`config.mk`:
```
export PLATFORM = sky130hd
export DESIGN_NAME = conv_layer_sequencer_flat
export DESIGN_NICKNAME = d
export VERILOG_FILES = /design/src/rtl/conv_layer_sequencer_if.sv /design/src/rtl/conv_layer_sequencer.sv /design/src/flat_wrapper.sv
export SDC_FILE = /design/constraint.sdc
export NUM_CORES = 1
export LEC_CHECK = 0
export ABC_AREA = 1
export CORE_MARGIN = 2
export CORE_UTILIZATION = 54
export CTS_BUF_LIST = sky130_fd_sc_hd__clkbuf_8 sky130_fd_sc_hd__clkbuf_16
export CTS_CLUSTER_DIAMETER = 150
export DETAILED_ROUTE_END_ITERATION = 10
export HOLD_SLACK_MARGIN = 0.1
export PLACE_DENSITY = 0.92
export SLEW_MARGIN = 20
export SYNTH_ARGS = -nofsm -noshare
export SYNTH_HDL_FRONTEND = slang
export SYNTH_SLANG_ARGS = --single-unit
```
`constraint.sdc`:
```
create_clock -name clk -period 4.95 [get_ports clk]
set_input_delay 0.7425 -clock clk [delete_from_list [all_inputs] [get_ports clk]]
set_output_delay 0.7425 -clock clk [all_outputs]
set_load 0.05 [all_outputs]
```
`src/rtl/conv_layer_sequencer_if.sv`:
```
// Control bus between the layer sequencer and the conv/pool/FC/loader engines.
// The sequencer owns the layer state; engines return done strobes and the conv write address.
`timescale 1ns/1ps
interface conv_layer_sequencer_if #(
  parameter int STATE_DATAWIDTH   = 4,
  parameter int ADDRESS_DATAWIDTH = 13,
  parameter int LOOP_DATAWIDTH    = 3,
  parameter int FILTER_DATAWIDTH  = 5
);
  logic                         start;
  logic                         aux_done;
  logic                         addr_valid;
  logic [ADDRESS_DATAWIDTH-1:0] Out_Address;
  logic [STATE_DATAWIDTH-1:0]   state;
  logic [LOOP_DATAWIDTH-1:0]    current_loop;
  logic [FILTER_DATAWIDTH-1:0]  current_filter;
  logic                         last_loop;
  logic                         pass_start;
  logic                         layer_done;
  logic                         frame_done;

  modport master (
    input  start, aux_done, addr_valid, Out_Address,
    output state, current_loop, current_filter, last_loop, pass_start, layer_done, frame_done
  );

  modport slave (
    output start, aux_done, addr_valid, Out_Address,
    input  state, current_loop, current_filter, last_loop, pass_start, layer_done, frame_done
  );
endinterface

```
`src/rtl/conv_layer_sequencer.sv`:
```
// Layer scheduler for the CNN accelerator: walks LOAD -> CONV/POOL blocks -> FC,
// counting input-channel passes and output filters inside each convolution layer.
`timescale 1ns/1ps
module conv_layer_sequencer #(
  parameter int STATE_DATAWIDTH     = 4,
  parameter int ADDRESS_DATAWIDTH   = 13,
  parameter int LOOP_DATAWIDTH      = 3,
  parameter int FILTER_DATAWIDTH    = 5,
  parameter int CONV1_1_OUTPUT_SIZE = 82,
  parameter int CONV1_2_OUTPUT_SIZE = 80,
  parameter int CONV2_1_OUTPUT_SIZE = 38,
  parameter int CONV2_2_OUTPUT_SIZE = 36,
  parameter int CONV3_1_OUTPUT_SIZE = 16,
  parameter int CONV3_2_OUTPUT_SIZE = 14,
  parameter int CONV1_1_LOOPS       = 1,
  parameter int CONV1_2_LOOPS       = 2,
  parameter int CONV2_1_LOOPS       = 2,
  parameter int CONV2_2_LOOPS       = 4,
  parameter int CONV3_1_LOOPS       = 4,
  parameter int CONV3_2_LOOPS       = 4,
  parameter int CONV1_FILTERS       = 6,
  parameter int CONV2_FILTERS       = 16,
  parameter int CONV3_FILTERS       = 16
) (
  input  logic                  clk,
  input  logic                  reset,
  conv_layer_sequencer_if.master bus
);

  localparam int C11_LAST = CONV1_1_OUTPUT_SIZE * CONV1_1_OUTPUT_SIZE - 1;
  localparam int C12_LAST = CONV1_2_OUTPUT_SIZE * CONV1_2_OUTPUT_SIZE - 1;
  localparam int C21_LAST = CONV2_1_OUTPUT_SIZE * CONV2_1_OUTPUT_SIZE - 1;
  localparam int C22_LAST = CONV2_2_OUTPUT_SIZE * CONV2_2_OUTPUT_SIZE - 1;
  localparam int C31_LAST = CONV3_1_OUTPUT_SIZE * CONV3_1_OUTPUT_SIZE - 1;
  localparam int C32_LAST = CONV3_2_OUTPUT_SIZE * CONV3_2_OUTPUT_SIZE - 1;

  typedef enum logic [3:0] {
    S_IDLE    = 4'd0,  S_LOAD    = 4'd1,  S_CONV1_1 = 4'd2,  S_CONV1_2 = 4'd3,
    S_POOL1   = 4'd4,  S_CONV2_1 = 4'd5,  S_CONV2_2 = 4'd6,  S_POOL2   = 4'd7,
    S_CONV3_1 = 4'd8,  S_CONV3_2 = 4'd9,  S_POOL3   = 4'd10, S_FC      = 4'd11
  } state_t;

  state_t                       r_state, w_state_nxt, w_succ;
  logic [LOOP_DATAWIDTH-1:0]    r_loop, w_loop_nxt, w_loops_m1;
  logic [FILTER_DATAWIDTH-1:0]  r_filter, w_filter_nxt, w_filters_m1;
  logic [ADDRESS_DATAWIDTH-1:0] w_last;
  logic                         r_pass_start, r_layer_done, r_frame_done;
  logic                         w_pass_nxt, w_layer_nxt, w_frame_nxt;
  logic                         w_is_conv, w_pass_end, w_last_loop, w_last_filter;
  logic                         w_conv_end, w_done, w_layer;

  function automatic logic f_is_conv(input state_t s);
    return (s == S_CONV1_1) || (s == S_CONV1_2) || (s == S_CONV2_1) ||
           (s == S_CONV2_2) || (s == S_CONV3_1) || (s == S_CONV3_2);
  endfunction

  // Per-layer geometry: final write address, last loop index, last filter index
  always_comb begin
    w_is_conv    = 1'b1;
    w_last       = '0;
    w_loops_m1   = '0;
    w_filters_m1 = '0;
    case (r_state)
      S_CONV1_1: begin
        w_last = ADDRESS_DATAWIDTH'(C11_LAST); w_loops_m1 = LOOP_DATAWIDTH'(CONV1_1_LOOPS - 1);
        w_filters_m1 = FILTER_DATAWIDTH'(CONV1_FILTERS - 1);
      end
      S_CONV1_2: begin
        w_last = ADDRESS_DATAWIDTH'(C12_LAST); w_loops_m1 = LOOP_DATAWIDTH'(CONV1_2_LOOPS - 1);
        w_filters_m1 = FILTER_DATAWIDTH'(CONV1_FILTERS - 1);
      end
      S_CONV2_1: begin
        w_last = ADDRESS_DATAWIDTH'(C21_LAST); w_loops_m1 = LOOP_DATAWIDTH'(CONV2_1_LOOPS - 1);
        w_filters_m1 = FILTER_DATAWIDTH'(CONV2_FILTERS - 1);
      end
      S_CONV2_2: begin
        w_last = ADDRESS_DATAWIDTH'(C22_LAST); w_loops_m1 = LOOP_DATAWIDTH'(CONV2_2_LOOPS - 1);
        w_filters_m1 = FILTER_DATAWIDTH'(CONV2_FILTERS - 1);
      end
      S_CONV3_1: begin
        w_last = ADDRESS_DATAWIDTH'(C31_LAST); w_loops_m1 = LOOP_DATAWIDTH'(CONV3_1_LOOPS - 1);
        w_filters_m1 = FILTER_DATAWIDTH'(CONV3_FILTERS - 1);
      end
      S_CONV3_2: begin
        w_last = ADDRESS_DATAWIDTH'(C32_LAST); w_loops_m1 = LOOP_DATAWIDTH'(CONV3_2_LOOPS - 1);
        w_filters_m1 = FILTER_DATAWIDTH'(CONV3_FILTERS - 1);
      end
      default: w_is_conv = 1'b0;
    endcase
  end

  assign w_pass_end    = w_is_conv && bus.addr_valid && (bus.Out_Address == w_last);
  assign w_last_loop   = w_is_conv && (r_loop == w_loops_m1);
  assign w_last_filter = (r_filter == w_filters_m1);
  assign w_conv_end    = w_pass_end && w_last_loop && w_last_filter;

  // Successor state and the event that completes the current state
  always_comb begin
    w_succ  = S_IDLE;
    w_done  = 1'b0;
    w_layer = 1'b1;
    case (r_state)
      S_IDLE:    begin w_succ = S_LOAD;    w_done = bus.start; w_layer = 1'b0; end
      S_LOAD:    begin w_succ = S_CONV1_1; w_done = bus.aux_done; end
      S_CONV1_1: begin w_succ = S_CONV1_2; w_done = w_conv_end;   end
      S_CONV1_2: begin w_succ = S_POOL1;   w_done = w_conv_end;   end
      S_POOL1:   begin w_succ = S_CONV2_1; w_done = bus.aux_done; end
      S_CONV2_1: begin w_succ = S_CONV2_2; w_done = w_conv_end;   end
      S_CONV2_2: begin w_succ = S_POOL2;   w_done = w_conv_end;   end
      S_POOL2:   begin w_succ = S_CONV3_1; w_done = bus.aux_done; end
      S_CONV3_1: begin w_succ = S_CONV3_2; w_done = w_conv_end;   end
      S_CONV3_2: begin w_succ = S_POOL3;   w_done = w_conv_end;   end
      S_POOL3:   begin w_succ = S_FC;      w_done = bus.aux_done; end
      S_FC:      begin w_succ = S_IDLE;    w_done = bus.aux_done; end
      default:   begin w_succ = S_IDLE;    w_done = 1'b1; w_layer = 1'b0; end
    endcase
  end

  always_comb begin
    w_state_nxt  = r_state;
    w_loop_nxt   = r_loop;
    w_filter_nxt = r_filter;
    w_pass_nxt   = 1'b0;
    w_layer_nxt  = 1'b0;
    w_frame_nxt  = 1'b0;
    if (w_done) begin
      w_state_nxt  = w_succ;
      w_loop_nxt   = '0;
      w_filter_nxt = '0;
      w_pass_nxt   = f_is_conv(w_succ);
      w_layer_nxt  = w_layer;
      w_frame_nxt  = (r_state == S_FC);
    end else if (w_pass_end) begin
      w_pass_nxt = 1'b1;
      if (w_last_loop) begin
        w_loop_nxt   = '0;
        w_filter_nxt = r_filter + 1'b1;
      end else begin
        w_loop_nxt = r_loop + 1'b1;
      end
    end
  end

  always_ff @(posedge clk) begin
    if (!reset) begin
      r_state      <= S_IDLE;
      r_loop       <= '0;
      r_filter     <= '0;
      r_pass_start <= 1'b0;
      r_layer_done <= 1'b0;
      r_frame_done <= 1'b0;
    end else begin
      r_state      <= w_state_nxt;
      r_loop       <= w_loop_nxt;
      r_filter     <= w_filter_nxt;
      r_pass_start <= w_pass_nxt;
      r_layer_done <= w_layer_nxt;
      r_frame_done <= w_frame_nxt;
    end
  end

  assign bus.state          = STATE_DATAWIDTH'(r_state);
  assign bus.current_loop   = r_loop;
  assign bus.current_filter = r_filter;
  assign bus.last_loop      = w_last_loop;
  assign bus.pass_start     = r_pass_start;
  assign bus.layer_done     = r_layer_done;
  assign bus.frame_done     = r_frame_done;

endmodule

```
`src/flat_wrapper.sv`:
```
// flat-port wrapper written by rule: the top's interface ports become plain ports
module conv_layer_sequencer_flat 
#(
  parameter int STATE_DATAWIDTH     = 4,
  parameter int ADDRESS_DATAWIDTH   = 13,
  parameter int LOOP_DATAWIDTH      = 3,
  parameter int FILTER_DATAWIDTH    = 5,
  parameter int CONV1_1_OUTPUT_SIZE = 82,
  parameter int CONV1_2_OUTPUT_SIZE = 80,
  parameter int CONV2_1_OUTPUT_SIZE = 38,
  parameter int CONV2_2_OUTPUT_SIZE = 36,
  parameter int CONV3_1_OUTPUT_SIZE = 16,
  parameter int CONV3_2_OUTPUT_SIZE = 14,
  parameter int CONV1_1_LOOPS       = 1,
  parameter int CONV1_2_LOOPS       = 2,
  parameter int CONV2_1_LOOPS       = 2,
  parameter int CONV2_2_LOOPS       = 4,
  parameter int CONV3_1_LOOPS       = 4,
  parameter int CONV3_2_LOOPS       = 4,
  parameter int CONV1_FILTERS       = 6,
  parameter int CONV2_FILTERS       = 16,
  parameter int CONV3_FILTERS       = 16
)
  (clk, reset, bus_start, bus_aux_done, bus_addr_valid, bus_Out_Address, bus_state, bus_current_loop, bus_current_filter, bus_last_loop, bus_pass_start, bus_layer_done, bus_frame_done);
  conv_layer_sequencer_if #(.STATE_DATAWIDTH(STATE_DATAWIDTH), .ADDRESS_DATAWIDTH(ADDRESS_DATAWIDTH), .LOOP_DATAWIDTH(LOOP_DATAWIDTH), .FILTER_DATAWIDTH(FILTER_DATAWIDTH)) bus_i ();
  input  logic clk;
  input  logic reset;
  input wire logic [$bits(bus_i.start)-1:0] bus_start;
  input wire logic [$bits(bus_i.aux_done)-1:0] bus_aux_done;
  input wire logic [$bits(bus_i.addr_valid)-1:0] bus_addr_valid;
  input wire logic [$bits(bus_i.Out_Address)-1:0] bus_Out_Address;
  output wire logic [$bits(bus_i.state)-1:0] bus_state;
  output wire logic [$bits(bus_i.current_loop)-1:0] bus_current_loop;
  output wire logic [$bits(bus_i.current_filter)-1:0] bus_current_filter;
  output wire logic [$bits(bus_i.last_loop)-1:0] bus_last_loop;
  output wire logic [$bits(bus_i.pass_start)-1:0] bus_pass_start;
  output wire logic [$bits(bus_i.layer_done)-1:0] bus_layer_done;
  output wire logic [$bits(bus_i.frame_done)-1:0] bus_frame_done;
  assign bus_i.start = bus_start;
  assign bus_i.aux_done = bus_aux_done;
  assign bus_i.addr_valid = bus_addr_valid;
  assign bus_i.Out_Address = bus_Out_Address;
  assign bus_state = bus_i.state;
  assign bus_current_loop = bus_i.current_loop;
  assign bus_current_filter = bus_i.current_filter;
  assign bus_last_loop = bus_i.last_loop;
  assign bus_pass_start = bus_i.pass_start;
  assign bus_layer_done = bus_i.layer_done;
  assign bus_frame_done = bus_i.frame_done;
  conv_layer_sequencer #(.STATE_DATAWIDTH(STATE_DATAWIDTH), .ADDRESS_DATAWIDTH(ADDRESS_DATAWIDTH), .LOOP_DATAWIDTH(LOOP_DATAWIDTH), .FILTER_DATAWIDTH(FILTER_DATAWIDTH), .CONV1_1_OUTPUT_SIZE(CONV1_1_OUTPUT_SIZE), .CONV1_2_OUTPUT_SIZE(CONV1_2_OUTPUT_SIZE), .CONV2_1_OUTPUT_SIZE(CONV2_1_OUTPUT_SIZE), .CONV2_2_OUTPUT_SIZE(CONV2_2_OUTPUT_SIZE), .CONV3_1_OUTPUT_SIZE(CONV3_1_OUTPUT_SIZE), .CONV3_2_OUTPUT_SIZE(CONV3_2_OUTPUT_SIZE), .CONV1_1_LOOPS(CONV1_1_LOOPS), .CONV1_2_LOOPS(CONV1_2_LOOPS), .CONV2_1_LOOPS(CONV2_1_LOOPS), .CONV2_2_LOOPS(CONV2_2_LOOPS), .CONV3_1_LOOPS(CONV3_1_LOOPS), .CONV3_2_LOOPS(CONV3_2_LOOPS), .CONV1_FILTERS(CONV1_FILTERS), .CONV2_FILTERS(CONV2_FILTERS), .CONV3_FILTERS(CONV3_FILTERS)) u_core (.clk(clk), .reset(reset), .bus(bus_i));
endmodule
```
Yosys cells after proc, flatten, opt, wreduce, memory -nomap -nowiden
Index checks and enable logic that the tools add are counted.
{"block": "word_totals", "regBits": 15, "input_bits": 18}
{"block": "classes", "add_sub_neg": 2, "n_eq_ne": 20, "muxes": 10, "n_bitwise": 1, "n_reduce_logical": 21}
{"operator": "$pmux 13 s6", "n": 1}
{"operator": "$pmux 4 s11", "n": 1}
{"operator": "$eq 4x3->1 const B", "n": 6}
{"operator": "$eq 4x4->1 const B", "n": 6}
{"operator": "$eq 4x2->1 const B", "n": 4}
{"operator": "$eq 13x13->1", "n": 1}
{"operator": "$reduce_or 11->1", "n": 1}
{"operator": "$pmux 4 s2", "n": 1}
{"operator": "$reduce_or 2->1", "n": 3}
{"operator": "$reduce_or 6->1", "n": 1}
{"operator": "$add 5x1->5 const B", "n": 1}
{"operator": "$eq 5x4->1", "n": 1}
{"operator": "$logic_and 1x1->1", "n": 5}
{"operator": "$logic_or 1x1->1", "n": 5}
{"operator": "$reduce_or 5->1", "n": 1}
{"operator": "$eq 4x1->1 const B", "n": 1}
{"operator": "$logic_not 4->1", "n": 1}
{"operator": "$mux 1", "n": 4}
{"operator": "$pmux 2 s2", "n": 1}
{"operator": "$reduce_and 2->1", "n": 2}
{"operator": "$reduce_or 4->1", "n": 1}
{"operator": "$add 3x1->3 const B", "n": 1}
{"operator": "$eq 3x2->1", "n": 1}
{"operator": "$mux 3", "n": 1}
{"operator": "3 further kinds", "n": 3}

Logic depth before layout (Yosys ltp)
{"block": "depth", "depth_word": 9, "mapped_depth": 15, "mapped_depth_nobuf": 14}

Worst setup path after synthesis
OpenSTA, ideal clock, no wires.
{"block": "synth_timing", "path_type": "register -> output", "startpoint": "register u_core.r_state[1], in the netlist u_core.bus.state[1]", "endpoint": "output port bus_last_loop", "t_arrival_ns": 1.828, "required_time_ns": 4.208, "slack_ns": 2.379, "stages_incl_launch_ff": 10, "path_buffers": 1, "path_cell_list": "dfxtp_1 > buf_4 > nor2_1 > nor2_1 > nand2_2 > nand2_2 > nand3_2 > nor2_2 > nand2_2 > inv_2"}
{"block": "synth_between", "elab_chain_len": 5, "word_cells_on_any_way": 13}
{"item": "start: declaration", "line_no": "conv_layer_sequencer.sv:43", "source": "state_t r_state, w_state_nxt, w_succ;"}
{"item": "start signal: assignment", "line_no": "conv_layer_sequencer.sv:153", "source": "r_state <= w_state_nxt;"}
{"item": "$eq 4x3->1 (tied with other cells)", "line_no": "conv_layer_sequencer.sv:63", "source": "case (r_state)"}
{"item": "$reduce_or 3->1 (no source line) / $reduce_or 2->1 (equally long branches)"}
{"item": "$pmux 2 s2", "line_no": "conv_layer_sequencer.sv:63"}
{"item": "$eq 3x2->1", "line_no": "conv_layer_sequencer.sv:93", "source": "assign w_last_loop = w_is_conv && (r_loop == w_loops_m1);"}
{"item": "$logic_and 1x1->1 *", "line_no": "conv_layer_sequencer.sv:93"}
{"item": "end: declaration", "line_no": "flat_wrapper.sv:35", "source": "output wire logic [$bits(bus_i.last_loop)-1:0] bus_last_loop;"}
Mark *: on every way between the ends. The rest lies on a longest branch, timed or not.

Worst setup path in the final report
Same ends and word-level chain as after synthesis.

==> flow_summary.toml <==
[run_status]
status = "finished, final reports clean"

[detailed_routing]
vias = 1748
wl_mm = 3.96
drtIter0Drc = 70
ant_nets = 0
drcViolationCount = 0
via_per_inst = 5.43
dr.pass1.iters = 4
avgRoutedWirePerCell_um = 12.3

[setup_path]
worstPathCellList = "nor2_1 -> nor2_1 -> nand2_2 -> nand2_2 -> nand3_2 -> nor2_2 -> nand2_2 -> inv_2 -> clkdlybuf4s50_1"
r2r_cells = 13
arrival_ns = 2.64
crit_path_end_kind = "primary output"
critPathMostFrequentCell = "nand2_2"
cp_num_buf_inv = 2
cp_top_family = "buffers and inverters"
required_ns = 4.21
reg2reg_to = "u_core.bus.current_filter[3]"
rrSetupSlack_ns = 2.71
cpMaxStageDelayCell = "clkdlybuf4s50_1"
crit_path_max_fanout = 9
crit_type = "flip-flop to primary output"
slowest_delay_ns = 0.82
worstReg2RegStart = "u_core.bus.state[1]"
cp-start-kind = "flip-flop"

[final_layout]
final_area_mm2 = 0.00190
fin_util_pct = 70.8
antenna_cells = 0
area_delta_synth_final_pct = 27.0
drive_gt1_share_pct = 12.4
layout_common_cells = "nand2_1 (83), clkdlybuf4s50_1 (33), inv_1 (27), nor2_1 (26), nand3_1 (23)"
final_common_cell = "nand2_1"
nets = 312

[cts]
cts_tree = "built"
clockRootBuffer = "clkbuf_8"
cts_buffers = 3
cts-resized-gates = 0
clock-sinks = 15
h-tree-depth = 1
cts_hold_buffers = 0
postCtsSetupBuffers = 0
clock_path_buffers = 2
path_clk_slew_ns = 0.06
clk_latency_ns = 0.25

[timing]
post-route-period-util_pct = 68.4
skew_ns = 0.00868
rsz0062_at_grt = "false"
fmax_mhz = 295
min_period_ns = 3.39
slew_headroom_pct = 53.7
fin_tns_setup_ns = 0
fin_ws_ns = 1.56
hold_violations = 0
setup_viol = 0
worst_pin_slew_ns = 0.695
slew_violations = 0

[grt]
overflow = 0
grt_max_degree = 13
grt_pass1_vias = 1489
grt_antenna_before_repair = 0
grt_usage_pct = 25.3
grt_pass1_wl_mm = 6.52

[place]
dp_slack_ns = 1.88
portBuffers = 33
place_area_mm2 = 0.00186
gp_congestion = 0.917
dp_hpwl_mm = 3.06

[worst_hold_path]
hp-class = "flip-flop to flip-flop"
hold_depth = 2
min-delay-start = "u_core.bus.current_filter[4]"
hold-path-endpoint = "u_core.bus.current_filter[4]"

[floorplan]
initial_core_util_pct = 55.8
core_mm2 = 0.00269
num_rows = 19
die_h_um = 56.7
dieArea_mm2 = 0.00321
pin_count = 34
die_w_um = 56.7

[run]
drv_cap = 0

[power_and_ir_drop]
peakVddDrop_mv = 0.331
p_per_area_mw_per_mm2 = 294
power_leakage_nw = 0.908

[synthesis]
syn_nets = 276
avgSynthCellArea_um2 = 5.86
ys_warn_count = 0
synth_cells = 256
yosys_register_bits = 15
seq_area_frac_synth_pct = 20.0
yosysUniqueCellTypes = 27
netlist_area_mm2 = 0.00150
==> metal layers <==
metal	up-vias	track usage, %	part of all wire (%)
li1	904	-	-
met1	781	34.3	45
met2	55	41.4	47
met3	8	2.76	6.6
met4	0	8.84	1.5
met5	-	0	0
==> flip-flops by register name, summed over array words and instances (netlist names) <==
register                   cells
u_core.bus.current_loop        3
u_core.bus.frame_done          1
u_core.bus.current_filter      5
u_core.bus.layer_done          1
u_core.bus.state               4
u_core.bus.pass_start          1
==> cells by family (layout without fill, tap and decap cells) <==
| group | after synthesis | in the layout | share of synthesized area [%] |
|---|---|---|---|
| flops | 15 | 15 | 20.0 |
| fa+ha+maj | 2 | 2 | 1.67 |
| simple gates | 179 | 179 | 58.8 |
| xor+xnor | 5 | 5 | 2.92 |
| buf+inv | 35 | 70 | 9.02 |
| compound gates | 20 | 20 | 7.60 |
==> stage by stage <==
step,hold slack (ns),power (W),instances
final,0.483,0.000559,322
after global routing,0.503,0.000597,322
after CTS,0.485,0.000559,322
after detailed placement,0.476,0.000458,318
after global placement,0.475,0.000451,318
after floorplan,0.701,0.000381,256
==> synth_stat cells <==
master | instances | share of area [%]
inv_1 | 27 | 6.8
nor2_2 | 7 | 2.9
nand4_1 | 15 | 6.3
nor2_4 | 2 | 1.5
nor2_1 | 26 | 6.5
nand2_4 | 2 | 1.5
buf_4 | 1 | 0.50
nand4_4 | 1 | 1.4
xor2_1 | 5 | 2.9
nor3_1 | 2 | 0.67
nor2_8 | 1 | 1.3
inv_2 | 6 | 1.5
ha_1 | 2 | 1.7
o21ai_1 | 2 | 0.67
o211ai_1 | 2 | 1.0
o21a_1 | 1 | 0.50
o21bai_1 | 1 | 0.50
o2111ai_1 | 1 | 0.58
nand2_1 | 83 | 21
nand3_1 | 23 | 7.7
nand3b_1 | 4 | 2.0
clkbuf_1 | 1 | 0.25
a21oi_1 | 9 | 3.0
nand3_2 | 3 | 2.0
dfxtp_1 | 15 | 20
nand2_2 | 10 | 4.2
o21ai_0 | 4 | 1.3
==> report_power, final <==
part	switching (W)	internal [W]
clock	0.0000437	0.0000558
sequential	0.0000161	0.000131
combinational	0.000211	0.000101
total	0.000271	0.000288
==> area by class of cell <==
class                   instances  area [µm²]
multi-input cells             206        1060
fillers                       228         783
repair buffers                 33         330
clock inverters                 1        5.00
flip-flops and latches         15         300
clock buffers                   3        41.3
inverters                      33         124
well taps                      31        38.8
==> worst reg2reg max path, cell delays in order, from the launching register on <==
cell and delay [ns]:
dfxtp_1 0.50, inv_2 0.09, nor2_1 0.25, nand2_2 0.15
nand2_2 0.14, nor2_4 0.08, nor2_8 0.14, nand3b_1 0.10
nor2_1 0.09, nand3_1 0.12, nor2_1 0.23, nand3_1 0.10
nand2_1 0.09, nor2_1 0.04
==> worst max-delay path by stage <==
stage	slack [ns]	endpoint	startpoint	cells after the start
6_report	1.56	bus_last_loop	u_core.bus.state[1]	9
5_1_grt	1.38	bus_last_loop	u_core.bus.state[1]	9
4_1_cts	1.59	bus_last_loop	u_core.bus.state[1]	9
3_5_place_dp	1.88	bus_last_loop	u_core.bus.state[1]	9
3_3_place_gp	1.98	bus_last_loop	u_core.bus.state[1]	9
2_1_floorplan	2.38	bus_last_loop	u_core.bus.state[1]	9
(Power assumes the default switching activity.)
